===== src/rtl/vga_pkg.sv =====
// Shared VGA timing presets, colour-bar table and window helpers.
// The colour-bar helpers are only used when TEST_PATTERN_EN is defined.
package vga_pkg;

   // 640x480 @ 60 Hz, 25.175 MHz pixel clock, both syncs active-low
   localparam int VGA640_H_ACTIVE = 640;
   localparam int VGA640_H_FP     = 16;
   localparam int VGA640_H_SYNC   = 96;
   localparam int VGA640_H_BP     = 48;
   localparam int VGA640_V_ACTIVE = 480;
   localparam int VGA640_V_FP     = 10;
   localparam int VGA640_V_SYNC   = 2;
   localparam int VGA640_V_BP     = 33;
   localparam bit VGA640_HS_POL   = 1'b0;
   localparam bit VGA640_VS_POL   = 1'b0;

   // 800x600 @ 60 Hz, 40 MHz pixel clock, both syncs active-high
   localparam int SVGA800_H_ACTIVE = 800;
   localparam int SVGA800_H_FP     = 40;
   localparam int SVGA800_H_SYNC   = 128;
   localparam int SVGA800_H_BP     = 88;
   localparam int SVGA800_V_ACTIVE = 600;
   localparam int SVGA800_V_FP     = 1;
   localparam int SVGA800_V_SYNC   = 4;
   localparam int SVGA800_V_BP     = 23;
   localparam bit SVGA800_HS_POL   = 1'b1;
   localparam bit SVGA800_VS_POL   = 1'b1;

   // RGB332 colour bars, left to right
   localparam logic [7:0] BAR_COLOURS [8] = '{
      8'hFF, 8'hFC, 8'h1F, 8'h1C, 8'hE3, 8'hE0, 8'h03, 8'h00
   };

   function automatic logic in_window(input int pos, input int start, input int len);
      return (pos >= start) && (pos < start + len);
   endfunction

   function automatic logic [2:0] bar_index(input int pos, input int active);
      return 3'((pos * 8) / active);
   endfunction

endpackage


===== src/rtl/vga_sync_delay.sv =====
// Enabled shift register of DEPTH stages with a configurable reset value.
// DEPTH=0 is a straight wire.
module vga_sync_delay #(
   parameter int               WIDTH     = 1,
   parameter int               DEPTH     = 2,
   parameter logic [WIDTH-1:0] RESET_VAL = '0
) (
   input  logic             clk,
   input  logic             reset,
   input  logic             en,
   input  logic [WIDTH-1:0] din,
   output logic [WIDTH-1:0] dout
);

   if (DEPTH == 0) begin : g_bypass
      assign dout = din;
   end else begin : g_shift
      logic [WIDTH-1:0] stages [DEPTH];

      always_ff @(posedge clk or posedge reset) begin
         if (reset) begin
            for (int i = 0; i < DEPTH; i++) stages[i] <= RESET_VAL;
         end else if (en) begin
            stages[0] <= din;
            for (int i = 1; i < DEPTH; i++) stages[i] <= stages[i-1];
         end
      end

      assign dout = stages[DEPTH-1];
   end

endmodule


===== src/rtl/vga_timing_gen.sv =====
// Parametrised VGA raster generator: early pixel requests, sync/de delayed by SRC_LAT.
// Optional macro TEST_PATTERN_EN adds a pattern_en input selecting colour bars.
module vga_timing_gen
   import vga_pkg::*;
#(
   parameter int H_ACTIVE  = VGA640_H_ACTIVE,
   parameter int H_FP      = VGA640_H_FP,
   parameter int H_SYNC    = VGA640_H_SYNC,
   parameter int H_BP      = VGA640_H_BP,
   parameter int V_ACTIVE  = VGA640_V_ACTIVE,
   parameter int V_FP      = VGA640_V_FP,
   parameter int V_SYNC    = VGA640_V_SYNC,
   parameter int V_BP      = VGA640_V_BP,
   parameter bit HSYNC_POL = VGA640_HS_POL,
   parameter bit VSYNC_POL = VGA640_VS_POL,
   parameter int PIX_W     = 8,
   parameter int SRC_LAT   = 2,
   localparam int H_TOTAL  = H_ACTIVE + H_FP + H_SYNC + H_BP,
   localparam int V_TOTAL  = V_ACTIVE + V_FP + V_SYNC + V_BP,
   localparam int XW       = $clog2(H_TOTAL),
   localparam int YW       = $clog2(V_TOTAL)
) (
   input  logic             clk,
   input  logic             reset,
   input  logic             en,
`ifdef TEST_PATTERN_EN
   input  logic             pattern_en,
`endif
   input  logic [PIX_W-1:0] pix_in,
   output logic [XW-1:0]    req_x,
   output logic [YW-1:0]    req_y,
   output logic             req_valid,
   output logic             hsync,
   output logic             vsync,
   output logic             de,
   output logic [PIX_W-1:0] rgb,
   output logic             frame_start,
   output logic             line_start
);

   if (SRC_LAT < 0 || SRC_LAT > 15) begin : g_bad_src_lat
      $error("vga_timing_gen: SRC_LAT must be in 0..15");
   end

   localparam logic [XW-1:0] X_LAST   = XW'(H_TOTAL - 1);
   localparam logic [YW-1:0] Y_LAST   = YW'(V_TOTAL - 1);
   localparam logic [XW-1:0] X_ACTIVE = XW'(H_ACTIVE);
   localparam logic [YW-1:0] Y_ACTIVE = YW'(V_ACTIVE);

   logic [XW-1:0] x;
   logic [YW-1:0] y;
   logic          x_active, y_active;
   logic          hs_raw, vs_raw, de_raw, fs_raw, ls_raw;
   logic          hs_dly, vs_dly, de_dly, fs_dly, ls_dly;
   logic [PIX_W-1:0] pix_sel;

   // Raster counters; x and y both wrap on the last pixel of the frame
   always_ff @(posedge clk or posedge reset) begin
      if (reset) begin
         x <= '0;
         y <= '0;
      end else if (en) begin
         if (x == X_LAST) begin
            x <= '0;
            y <= (y == Y_LAST) ? '0 : y + YW'(1);
         end else begin
            x <= x + XW'(1);
         end
      end
   end

   assign x_active  = (x < X_ACTIVE);
   assign y_active  = (y < Y_ACTIVE);
   assign req_x     = x;
   assign req_y     = y;
   assign req_valid = en & x_active & y_active;

   assign hs_raw = in_window(32'(x), H_ACTIVE + H_FP, H_SYNC) ? HSYNC_POL : ~HSYNC_POL;
   assign vs_raw = in_window(32'(y), V_ACTIVE + V_FP, V_SYNC) ? VSYNC_POL : ~VSYNC_POL;
   assign de_raw = x_active & y_active;
   assign fs_raw = (x == '0) && (y == '0);
   assign ls_raw = (x == '0) && y_active;

   // Delayed timing bundle; with the pattern enabled the x position rides along
`ifdef TEST_PATTERN_EN
   localparam int DLY_W = 5 + XW;
   localparam logic [DLY_W-1:0] DLY_RST = {~HSYNC_POL, ~VSYNC_POL, 3'b000, {XW{1'b0}}};
   logic [XW-1:0] x_dly;
   logic [DLY_W-1:0] dly_in, dly_out;
   assign dly_in = {hs_raw, vs_raw, de_raw, fs_raw, ls_raw, x};
   assign {hs_dly, vs_dly, de_dly, fs_dly, ls_dly, x_dly} = dly_out;
`else
   localparam int DLY_W = 5;
   localparam logic [DLY_W-1:0] DLY_RST = {~HSYNC_POL, ~VSYNC_POL, 3'b000};
   logic [DLY_W-1:0] dly_in, dly_out;
   assign dly_in = {hs_raw, vs_raw, de_raw, fs_raw, ls_raw};
   assign {hs_dly, vs_dly, de_dly, fs_dly, ls_dly} = dly_out;
`endif

   vga_sync_delay #(
      .WIDTH     (DLY_W),
      .DEPTH     (SRC_LAT),
      .RESET_VAL (DLY_RST)
   ) u_sync_delay (
      .clk   (clk),
      .reset (reset),
      .en    (en),
      .din   (dly_in),
      .dout  (dly_out)
   );

`ifdef TEST_PATTERN_EN
   if (PIX_W != 8) begin : g_bad_pix_w
      $error("vga_timing_gen: TEST_PATTERN_EN requires PIX_W == 8");
   end
   assign pix_sel = pattern_en ? PIX_W'(BAR_COLOURS[bar_index(32'(x_dly), H_ACTIVE)]) : pix_in;
`else
   assign pix_sel = pix_in;
`endif

   // Output register: sync, de, pulses and pixel leave on the same edge
   always_ff @(posedge clk or posedge reset) begin
      if (reset) begin
         hsync       <= ~HSYNC_POL;
         vsync       <= ~VSYNC_POL;
         de          <= 1'b0;
         rgb         <= '0;
         frame_start <= 1'b0;
         line_start  <= 1'b0;
      end else if (en) begin
         hsync       <= hs_dly;
         vsync       <= vs_dly;
         de          <= de_dly;
         rgb         <= de_dly ? pix_sel : '0;
         frame_start <= fs_dly;
         line_start  <= ls_dly;
      end
   end

endmodule


===== config.mk =====
export PLATFORM = sky130hd
export DESIGN_NAME = vga_timing_gen
export DESIGN_NICKNAME = d
export VERILOG_FILES = /design/src/rtl/vga_pkg.sv /design/src/rtl/vga_sync_delay.sv /design/src/rtl/vga_timing_gen.sv
export SDC_FILE = /design/constraint.sdc
export NUM_CORES = 1
export LEC_CHECK = 0
export BUFFER_PORTS_ARGS = -buffer_cell sky130_fd_sc_hd__buf_4
export CAP_MARGIN = 40
export CORE_UTILIZATION = 48
export CTS_CLUSTER_DIAMETER = 120
export CTS_CLUSTER_SIZE = 16
export DETAILED_ROUTE_END_ITERATION = 6
export PLACE_DENSITY_LB_ADDON = 0.05
export SYNTH_ARGS = -nofsm -noshare
export SYNTH_HDL_FRONTEND = slang
export SYNTH_SLANG_ARGS = --single-unit
export TNS_END_PERCENT = 20

===== constraint.sdc =====
create_clock -name clk -period 1.5 [get_ports clk]
set_input_delay 0.075 -clock clk [delete_from_list [all_inputs] [get_ports clk]]
set_output_delay 0.075 -clock clk [all_outputs]
set_load 0.01 [all_outputs]

Word level (Yosys, flattened, before mapping)
Index checks and enable logic that the tools add are counted.
{"block": "totals", "mem_bits_ro": 0, "output_inout_bits": 34, "inputBits": 11, "mem_bits_rw": 0, "n_memories": 0, "regBits": 43, "latch_bits": 0, "elab_cells": 35}
{"block": "classes", "reduce_logical": 7, "eq_ne": 2, "n_div": 0, "shift": 0, "magnitude_cmp": 6, "n_bitwise": 3, "add_sub_neg": 2, "muxes": 5, "mul": 0}
{"operator": "$add 10x1->10 const B", "count": 2}
{"operator": "$eq 10x10->1 const B", "count": 2}
{"operator": "$logic_not 10->1", "count": 2}
{"operator": "$lt 10x10->1 const B", "count": 2}
{"operator": "$lt 10x9->1 const B", "count": 2}
{"operator": "$mux 10", "count": 2}
{"operator": "$ge 10x10->1 const B", "count": 1}
{"operator": "$ge 10x9->1 const B", "count": 1}
{"operator": "$mux 8", "count": 1}
{"operator": "$logic_and 1x1->1", "count": 4}
{"operator": "$and 1x1->1", "count": 3}
{"operator": "$mux 1", "count": 2}
{"operator": "$reduce_and 2->1", "count": 1}

Logic depth before layout (Yosys ltp)
Gate-level depths: netlist (run 1).
{"block": "depth", "word_depth": 3, "mapped_depth": 7, "mapped_depth_nobuf": 6}

By module
Synthesis (run 1) repeated with hierarchy kept, for this count alone.
{"block": "unflattened", "hier_cells": 200, "hier_area_um2": 2154.6}
{"module": "vga_timing_gen", "cells_each": 173, "area_per_inst_um2": 1696.6, "seq_area_each_um2": 828.3, "n_inst": 1}
{"module": "vga_sync_delay", "cells_each": 27, "area_per_inst_um2": 457.9, "seq_area_each_um2": 255.2, "n_inst": 1}

Worst setup path before layout (run 1)
No wires, ideal clock.
{"block": "synth_path", "kind": "reg2reg", "from": "reg x[5] (netlist: req_x[5])", "to": "reg y[4] (netlist: req_y[4])", "path_buffers": 2, "setup_ps": 96, "synth_period_minus_slack_ps": 1613, "t_arrival_ps": 1517, "path_slack_ps": -113, "path_stages_with_launch": 7, "required_ps": 1404, "cell_sequence": "dfrtp_1 > buf_6 > nor4b_4 > and4_1 > buf_6 > nand2_4 > o31ai_1"}
{"block": "synth_between", "elab_chain_len": 2}
{"item": "from (decl)", "line_no": "vga_timing_gen.sv:50", "rtl": "logic [XW-1:0] x;"}
{"item": "from (signal assigned)", "line_no": "vga_timing_gen.sv:67", "rtl": "x <= x + XW'(1);"}
{"item": "$eq 10x10->1", "line_no": "vga_timing_gen.sv:63", "rtl": "if (x == X_LAST) begin"}
{"item": "$reduce_and 2->1 (no source line)"}
{"item": "to (signal assigned)", "line_no": "vga_timing_gen.sv:65", "rtl": "y <= (y == Y_LAST) ? '0 : y + YW'(1);"}
{"item": "to (decl)", "line_no": "vga_timing_gen.sv:51", "rtl": "logic [YW-1:0] y;"}
Every way passes these cells.
A chain may end at the register's enable or synchronous reset.

Final worst setup path (run 1)
{"block": "layout_path", "from": "reg x[6] (netlist: req_x[6])", "to": "reg y[6] (netlist: req_y[6])"}
Same word-level chain as after synthesis.

==> results of run 1 <==
[worst max path at each step]
stage | from | end | slack, ns | cells past startpoint
final | req_x[6]$_DFFE_PP0P_ | req_y[6]$_DFFE_PP0P_ | -0.09 | 6
after global routing | req_y[0]$_DFFE_PP0P_ | req_y[8]$_DFFE_PP0P_ | -0.14 | 5
after CTS | req_x[5]$_DFFE_PP0P_ | req_y[9]$_DFFE_PP0P_ | -0.02 | 5
after detailed placement | req_x[6]$_DFFE_PP0P_ | req_y[4]$_DFFE_PP0P_ | -0.13 | 4
after global placement | req_x[6]$_DFFE_PP0P_ | req_y[5]$_DFFE_PP0P_ | -0.05 | 4
after floorplan | req_x[6]$_DFFE_PP0P_ | req_y[4]$_DFFE_PP0P_ | -0.10 | 6
[synth_stat cells, types with 2 or more instances]
cell type  number
mux2_2         10
a22o_1          9
buf_6           2
xor2_1          5
clkbuf_1        3
nor4_1          5
and3_1          3
and3_2          2
a31oi_1         2
dfstp_2         6
and4_1          2
and2_1          2
o21ai_0         9
nand3_1        11
nand4_1         3
ha_1            4
or3_1           2
nor3_1          3
a21oi_1         4
dfrtp_1        37
a21o_1          2
o31ai_1         3
xnor2_1         2
o2bb2ai_1       2
nand2_1        12
nor2_1          7
inv_1           8
[area by class of cell]
type	instances	area, µm²	share of cell area, %
Clock buffer	6	72.6	2.58
Clock inverter	2	12.5	0.445
Inverter	8	30.0	1.07
Multi-Input combinational cell	118	922	32.8
Sequential cell	43	1090	38.7
Tap cell	50	62.6	2.23
Timing Repair Buffer	79	622	22.1
[layer usage]
layer  vias up  track usage [%]
met4         0             12.2
met2        48             38.6
li1        801                -
met1       806             28.5
met3        11             4.45
met5         -                0
[critical path, delay by kind of cell (launching register included)]
kind,cells,cell delay (ns)
AND/OR/NAND/NOR,3,0.57
flip-flops,1,0.42
buffers and inverters,2,0.37
XOR/XNOR,1,0.15
[kinds of logic after synthesis]
| group | count (synthesis) | synth area share [%] |
|---|---|---|
| muxes | 11 | 6.05 |
| xor gates and xnor gates | 7 | 3.02 |
| buffers and inverters | 18 | 4.57 |
| and+or+nand+nor | 62 | 19.3 |
| DFF | 43 | 53.5 |
| AOI/OAI and AO/OA | 33 | 11.2 |
| adders and majority gates | 4 | 2.47 |
[timing repair]
action / 4_1_cts / 5_1_grt
hold buffers: 4 / 3
pin swaps: 3 / 5
gates resized for setup: 7 / 15
setup buffers: 6 / 2
endpoints found under the setup margin: 12 / 15
hold endpoints to repair: 40 / 3
gates cloned: 1 / 0
[power groups by stage]
stage,clock (µW),combinational (µW),sequential (µW)
after CTS,717,744,1300
final,693,782,1320
after detailed placement,0,720,1320
after floorplan,0,303,1400
after global routing,759,849,1330
after global placement,0,695,1310
[through the flow]
stage / instance area (µm²) / hold slack, ns / setup slack (ns) / power, µW / std cells
after global placement: 2510 / 0.116 / -0.0463 / 2010 / 282
final: 2810 / 0.00615 / -0.0901 / 2790 / 306
after detailed placement: 2510 / 0.137 / -0.133 / 2040 / 282
after global routing: 2810 / 0.00142 / -0.143 / 2940 / 306
after CTS: 2710 / 0.00578 / -0.0185 / 2760 / 301
after floorplan: 2040 / 0.203 / -0.102 / 1700 / 178
[sequential cells by signal, indices dropped and copies added (netlist names), 5 cells and up]
register and count:
u_sync_delay.g_shift.stages 5, rgb 8, req_x 10, u_sync_delay.dout 5
req_y 10
==> flow_summary.ini, run 1 <==
[worst_setup_path]
max_stage_delay_ns = 0.42
rrSetupSlack_ns = -0.09
slowest_stage = dfrtp_1
cp_data_arrival_time_ns = 1.81
end_kind = flop
cp-start-kind = flop
r2r-start = req_x[6]$_DFFE_PP0P_
crit_top_cell = buf_4
path_class = flop to flop
worstPathMaxFanout = 4
timing.rr.end = req_y[6]$_DFFE_PP0P_
crit_required_ns = 1.72
cp_cell_sequence = nor4b_4 -> buf_4 -> nand4_4 -> buf_4 -> nor3_4 -> xor2_1
rr_worst_depth = 6

[routing]
drt_wl_total_um = 4810
top_layer = met4
routed_via_density = 5.44
wl_met3_um = 189
num_vias = 1666
ant_nets = 0
drc = 0
dr.first_iter.drc_count = 78
wl_per_cell_um = 15.7
firstDrtPassIters = 4
wl_met1_um = 2090
met2_length_um = 2410

[floorplan]
start_util_pct = 50.3
io_pins = 45
die_area_um2 = 4490
dieWidth_um = 67.0
std_cell_rows = 23
die-height_um = 67.0
core_um2 = 4030

[pwr]
p_clk_share_pct = 24.8
peakVddDrop_mv = 0.842
p_comb_share_pct = 28.0
switchingPower_uw = 825
seq_power_share_pct = 47.2
p_leak_uw = 0.00140
p_int_uw = 1970
swShare_pct = 29.5
power.density_nw_per_um2 = 995

[hold_path]
holdCritPathClass = input pin to flop
hold_path_end = rgb[6]$_DFFE_PP0P_
hold_depth = 2
min_from = pix_in[6]

[outcome]
failed_checks = setup timing
run_status = finished, violations left

[final_layout]
nFillCells = 316
diodes = 0
mostFrequentLayoutCells = buf_4 (69), dfrtp_1 (34), nand2_1 (12)
fin_nets = 270
utilization_pct = 69.7
final_common_cell = buf_4
area_growth_pct = 38.6
post_route_cells_drive_above_1_share_pct = 44.1

[timing]
layout_setup_ws_ns = -0.0901
tightestPinTransition_ns = 0.395
skew_ns = 0.00481
setup_violations = 9
slew-limit-headroom_pct = 73.5
finalHoldViolCount = 0
grt_setup_unrepaired = true
setup_tns_ns = -0.452
finalCriticalPeriod_ns = 1.59
drv_slew = 0
timing.final.crit_share_pct = 106
max_freq_mhz = 629

[synthesis]
synthCells = 178
ys_types = 45
postSynth.asyncResetShare_pct = 100
syn-num-nets = 193
ys_ff_latch = 43
post-synth-top-area-fraction_pct = 45.7
seq_area_frac_synth_pct = 53.5
yosys-top-cells-area = dfrtp_1 (46%), dfstp_2 (7.8%), mux2_2 (5.6%), a22o_1 (3.9%), nand3_1 (2.7%)
syn_area_per_cell_um2 = 11.4
synth-warning-count = 0
synth_largest_area_cell = dfrtp_1
synth_edf_count = 0
synth_flop_cell = dfrtp_1
synth_area_um2 = 2030

[clock_tree]
cts_sinks = 43
clkTransAtPathRegs_ns = 0.07
clockRootBuffer = clkbuf_8
cts_buffers = 5
clockBufferDepth = 2
htree_levels = 2
clk_latency_ns = 0.29
cts_tree = yes

[grt]
grt_pass1_wl_um = 7510
grt_max_degree = 30
antenna_found_initial = 0
grt_pass1_vias = 1637
grt_use_total_pct = 23.3
grt_overflow_total = 0

[place]
dpl.hpwl_um = 3420
gp_congestion = 0.873
port-buffer-count = 44

[job]
cap_violations = 0
(Power assumes the default switching activity.)
==> run 2, diff against run 1 <==
Settings changed: CORE_UTILIZATION 48 to 32.
==> run 2 against run 1 <==
Net effect: the flow now finishes without violations; die area increased by 48%; combinational power about the same; via count increased by 0.12%; sequential power about the same; worst setup slack improved by 0.094 ns; largest cell class unchanged.
==> flow_summary.ini, run 2 (same netlist as run 1, synthesis figures left out) <==
[routing]
drc = 0
wl_per_cell_um = 14.7
firstDrtPassIters = 4
drt_wl_total_um = 4940
ant_nets = 0
num_vias = 1668
routed_via_density = 4.96
dr.first_iter.drc_count = 38

[timing]
slew-limit-headroom_pct = 73.2
tightestPinTransition_ns = 0.399
finalHoldViolCount = 0
grt_setup_unrepaired = true
skew_ns = 0.00523
max_freq_mhz = 669
setup_violations = 0
layout_setup_ws_ns = 0.00438
finalCriticalPeriod_ns = 1.50
timing.final.crit_share_pct = 99.7
drv_slew = 0

[clock_tree]
clkTransAtPathRegs_ns = 0.08
clk_latency_ns = 0.29
clockRootBuffer = clkbuf_8
clockBufferDepth = 2
cts_sinks = 43
cts_buffers = 5
htree_levels = 2
cts_tree = yes

[place]
gp_congestion = 0.770
port-buffer-count = 44
place_ws_ns = -0.109
dpl.hpwl_um = 3400
postPlaceCellArea_um2 = 2580

[floorplan]
die_area_um2 = 6660
dieWidth_um = 81.6
core_um2 = 6030
std_cell_rows = 28
start_util_pct = 33.6
die-height_um = 81.6
io_pins = 45

[pwr]
p_comb_share_pct = 25.8
p_clk_share_pct = 31.0
swShare_pct = 27.8
power.density_nw_per_um2 = 1040
p_total_uw = 3030
peakVddDrop_mv = 0.466
seq_power_share_pct = 43.2
p_leak_uw = 0.00141
p_int_uw = 2190
switchingPower_uw = 842

[grt]
grt_max_degree = 29
antenna_found_initial = 0
grt_pass1_wl_um = 7960
grt_use_total_pct = 15.9
grt_pass1_vias = 1597
grt_overflow_total = 0

[final_layout]
nFillCells = 566
design_area_um2 = 2910
area_growth_pct = 43.7
post_route_cells_drive_above_1_share_pct = 47.1
diodes = 0
fin_nets = 275
final_common_cell = buf_4
mostFrequentLayoutCells = buf_4 (72), dfrtp_1 (34), nand2_1 (12)

[worst_setup_path]
cp_cell_sequence = nor4b_4 -> buf_6 -> nand4_2 -> o21ai_1 -> o31ai_2
cp_data_arrival_time_ns = 1.67
cp-start-kind = flop
path_class = flop to flop
end_kind = flop
crit_required_ns = 1.67
worstPathMaxFanout = 5
path_delay_family = simple AND/OR/NAND/NOR gates
rrSetupSlack_ns = 0.004
crit_buf_inv = 1
max_stage_delay_ns = 0.42
slowest_stage = dfrtp_1

[outcome]
run_status = complete, no violations

[hold_path]
holdCritPathClass = input pin to flop

[job]
cap_violations = 0
==> run 2: metrics by stage <==
stage | TNS [ns] | hold WS, ns | cells | util, %
floorplan | -0.957 | 0.203 | 178 | -
global placement | -0.159 | 0.123 | 312 | 42.8
detailed placement | -0.697 | 0.127 | 312 | 42.8
CTS | -0.0423 | 0.0444 | 334 | 47.1
global route | -0.265 | 0.0840 | 336 | 48.3
finish | 0 | 0.0617 | 336 | 48.3
==> run 2: power groups by stage <==
stage / clock (µW) / combinational, µW / sequential (µW)
2_1_floorplan: 0 / 303 / 1400
3_3_place_gp: 0 / 735 / 1320
3_5_place_dp: 0 / 738 / 1320
4_1_cts: 972 / 762 / 1300
5_1_grt: 1030 / 861 / 1310
6_report: 940 / 780 / 1310
==> run 2: final timing paths <==
check,from,to,depth (start not counted)
max in group asynchronous,reset,u_sync_delay.dout[3]$_DFFE_PP1P_,4
min in group asynchronous,reset,req_y[8]$_DFFE_PP0P_,4
setup / recovery,req_x[5]$_DFFE_PP0P_,req_y[7]$_DFFE_PP0P_,5
setup reg to reg,req_x[5]$_DFFE_PP0P_,req_y[7]$_DFFE_PP0P_,5
hold reg to reg,u_sync_delay.g_shift.stages[7]$_DFFE_PP0P_,u_sync_delay.g_shift.stages[7]$_DFFE_PP0P_,1
hold / removal,en,u_sync_delay.g_shift.stages[9]$_DFFE_PP1P_,2
==> run 2: worst register-to-register path, stage by stage, from the launching register on <==
cell and delay [ns]:
dfrtp_1 0.42, nor4b_4 0.29, buf_6 0.16, nand4_2 0.17, o21ai_1 0.25, o31ai_2 0.10
==> run 2: layout make-up <==
type	instances	area [µm²]	share of cell area, %
clock inverters	2	35.0	1.20
well taps	75	93.8	3.22
clock buffers	6	82.6	2.84
flip-flops and latches	43	1090	37.3
inverters	8	30.0	1.03
repair buffers	84	664	22.8
multi-input cells	118	920	31.6
==> run 2: repair_timing <==
item | 4_1_cts | 5_1_grt
buffers inserted | 5 | 1
gates resized for setup | 7 | 16
pin swaps | 1 | 3
gates cloned | 0 | 1
hold buffers | 9 | 0
endpoints found under the setup margin | 14 | 16
hold endpoints to repair | 45 | 0
==> run 2: routing by layer <==
metal,vias up,track usage [%],wire length [µm]
met1,807,21.7,2330
met4,0,5.26,63
li1,816,-,-
met5,-,0,0
met3,10,4.56,198
met2,35,24.3,2360
==> run 3, diff against run 2 <==
Settings changed: REMOVE_ABC_BUFFERS from default to 1.
==> run 3 against run 2 <==
Net effect: the run now ends with setup timing left; critical path depth is the same; largest power group unchanged; combinational power shrank 5.1%; clock-buffer cell count shrank 1; first-iteration DRC count grew 74%; highest routed layer unchanged; sequential share of layout area grew 0.33 points; clock skew grew 0.0072 ns.
==> flow_summary.ini, run 3 (same netlist as run 1, synthesis figures left out) <==
[outcome]
run_status = finished, violations left
failed_checks = setup timing

[floorplan]
std_cell_rows = 28
core_um2 = 6030
die_area_um2 = 6660
start_util_pct = 33.6
dieWidth_um = 81.6
io_pins = 45
die-height_um = 81.6

[worst_setup_path]
cp_cell_sequence = nor4b_4 -> buf_4 -> and4_4 -> nor2_1 -> mux2_4
cp_data_arrival_time_ns = 1.78
crit_required_ns = 1.70
rr_worst_depth = 5
slowest_stage = dfrtp_1
startpoint = req_x[6]$_DFFE_PP0P_
r2r-start = req_x[6]$_DFFE_PP0P_
rrSetupSlack_ns = -0.09
cp-start-kind = flop
max_stage_delay_ns = 0.42
end_kind = flop
path_class = flop to flop
crit_end = req_x[0]$_DFFE_PP0P_
timing.rr.end = req_x[0]$_DFFE_PP0P_
worstPathMaxFanout = 3

[routing]
dr.first_iter.drc_count = 66
routed_via_density = 4.98
drc = 0
firstDrtPassIters = 4
drt_wl_total_um = 4920
met2_length_um = 2350
wl_met1_um = 2280
wl_met3_um = 227
num_vias = 1655
top_layer = met4
wl_per_cell_um = 14.8
ant_nets = 0

[timing]
grt_setup_unrepaired = true
tightestPinTransition_ns = 0.543
finalCriticalPeriod_ns = 1.59
slew-limit-headroom_pct = 63.8
drv_slew = 0
max_freq_mhz = 630
skew_ns = 0.0124
timing.final.crit_share_pct = 106
layout_setup_ws_ns = -0.0881
setup_violations = 9
finalHoldViolCount = 0

[clock_tree]
clockBufferDepth = 2
clockRootBuffer = clkbuf_8
htree_levels = 2
cts_tree = yes
cts_buffers = 5
clk_latency_ns = 0.30
clkTransAtPathRegs_ns = 0.09
cts_sinks = 43

[pwr]
p_total_uw = 3120
peakVddDrop_mv = 0.495
p_leak_uw = 0.00139
power.density_nw_per_um2 = 1080

[final_layout]
mostFrequentLayoutCells = buf_4 (68), dfrtp_1 (36), nand2_1 (12)
post_route_cells_drive_above_1_share_pct = 44.0
area_growth_pct = 42.1
diodes = 0
nFillCells = 564
fin_nets = 271
final_common_cell = buf_4

[hold_path]
holdCritPathClass = input pin to async pin

[grt]
grt_use_total_pct = 15.8
grt_overflow_total = 0
grt_max_degree = 44
grt_pass1_vias = 1625
antenna_found_initial = 0
grt_pass1_wl_um = 7780

[place]
place_ws_ns = -0.137
dpl.hpwl_um = 3280
port-buffer-count = 44
gp_congestion = 0.797

[job]
cap_violations = 0
==> run 3: repair_timing <==
action                                  CTS  global route
hold buffers                             10             0
resized for setup                        14             7
endpoints found under the setup margin   13            16
setup buffers                             3             0
cloned                                    0             0
hold endpoints to repair                 46             0
pin swaps                                 8             5
==> run 3: metrics by stage <==
| stage | setup TNS (ns) | util, % | cell area (µm²) | hold WS (ns) | std cells |
|---|---|---|---|---|---|
| after detailed placement | -0.907 | 42.6 | 2570 | 0.266 | 311 |
| after CTS | -0.540 | 47.3 | 2850 | 0.488 | 332 |
| after global placement | -0.220 | 42.6 | 2570 | 0.248 | 311 |
| after floorplan | -0.909 | - | 1960 | 0.125 | 168 |
| after global routing | -1.31 | 47.8 | 2880 | 0.519 | 332 |
| final | -0.412 | 47.8 | 2880 | 0.472 | 332 |
==> run 3: critical path: cells and delay by family (launching register included) <==
kind,cells,cell delay (ns)
buffers and inverters,1,0.18
DFF,1,0.42
muxes,1,0.25
and+or+nand+nor,3,0.63
==> run 3: final cells by class <==
type                       count  area, µm²  share of cell area (%)
sequential                    43       1080                    37.7
multi-input combinational    117        891                    30.9
timing repair buffer          81        644                    22.4
tap                           75       93.8                    3.26
inverter                       8       30.0                    1.04
clock inverter                 3       67.6                    2.35
clock buffer                   5       68.8                    2.39
==> run 3: routing by layer <==
layer | up-vias | global-route usage (%)
li1 | 799 | -
met1 | 804 | 19.9
met2 | 45 | 26.5
met3 | 7 | 3.78
met4 | 0 | 5.26
met5 | - | 0
==> run 3: report_power, final <==
group | internal (µW) | total [µW] | switching, µW
registers | 1240 | 1300 | 54.4
logic | 379 | 740 | 361
clock network | 664 | 1080 | 420
==> run 3: worst min-delay path by stage <==
stage / start / to
after floorplan: en / u_sync_delay.g_shift.stages[8]$_DFFE_PP1P_
after global placement: reset / rgb[0]$_DFFE_PP0P_
after detailed placement: reset / rgb[0]$_DFFE_PP0P_
after CTS: reset / rgb[7]$_DFFE_PP0P_
after global routing: u_sync_delay.g_shift.stages[7]$_DFFE_PP0P_ / u_sync_delay.g_shift.stages[7]$_DFFE_PP0P_
final: reset / u_sync_delay.dout[2]$_DFFE_PP0P_
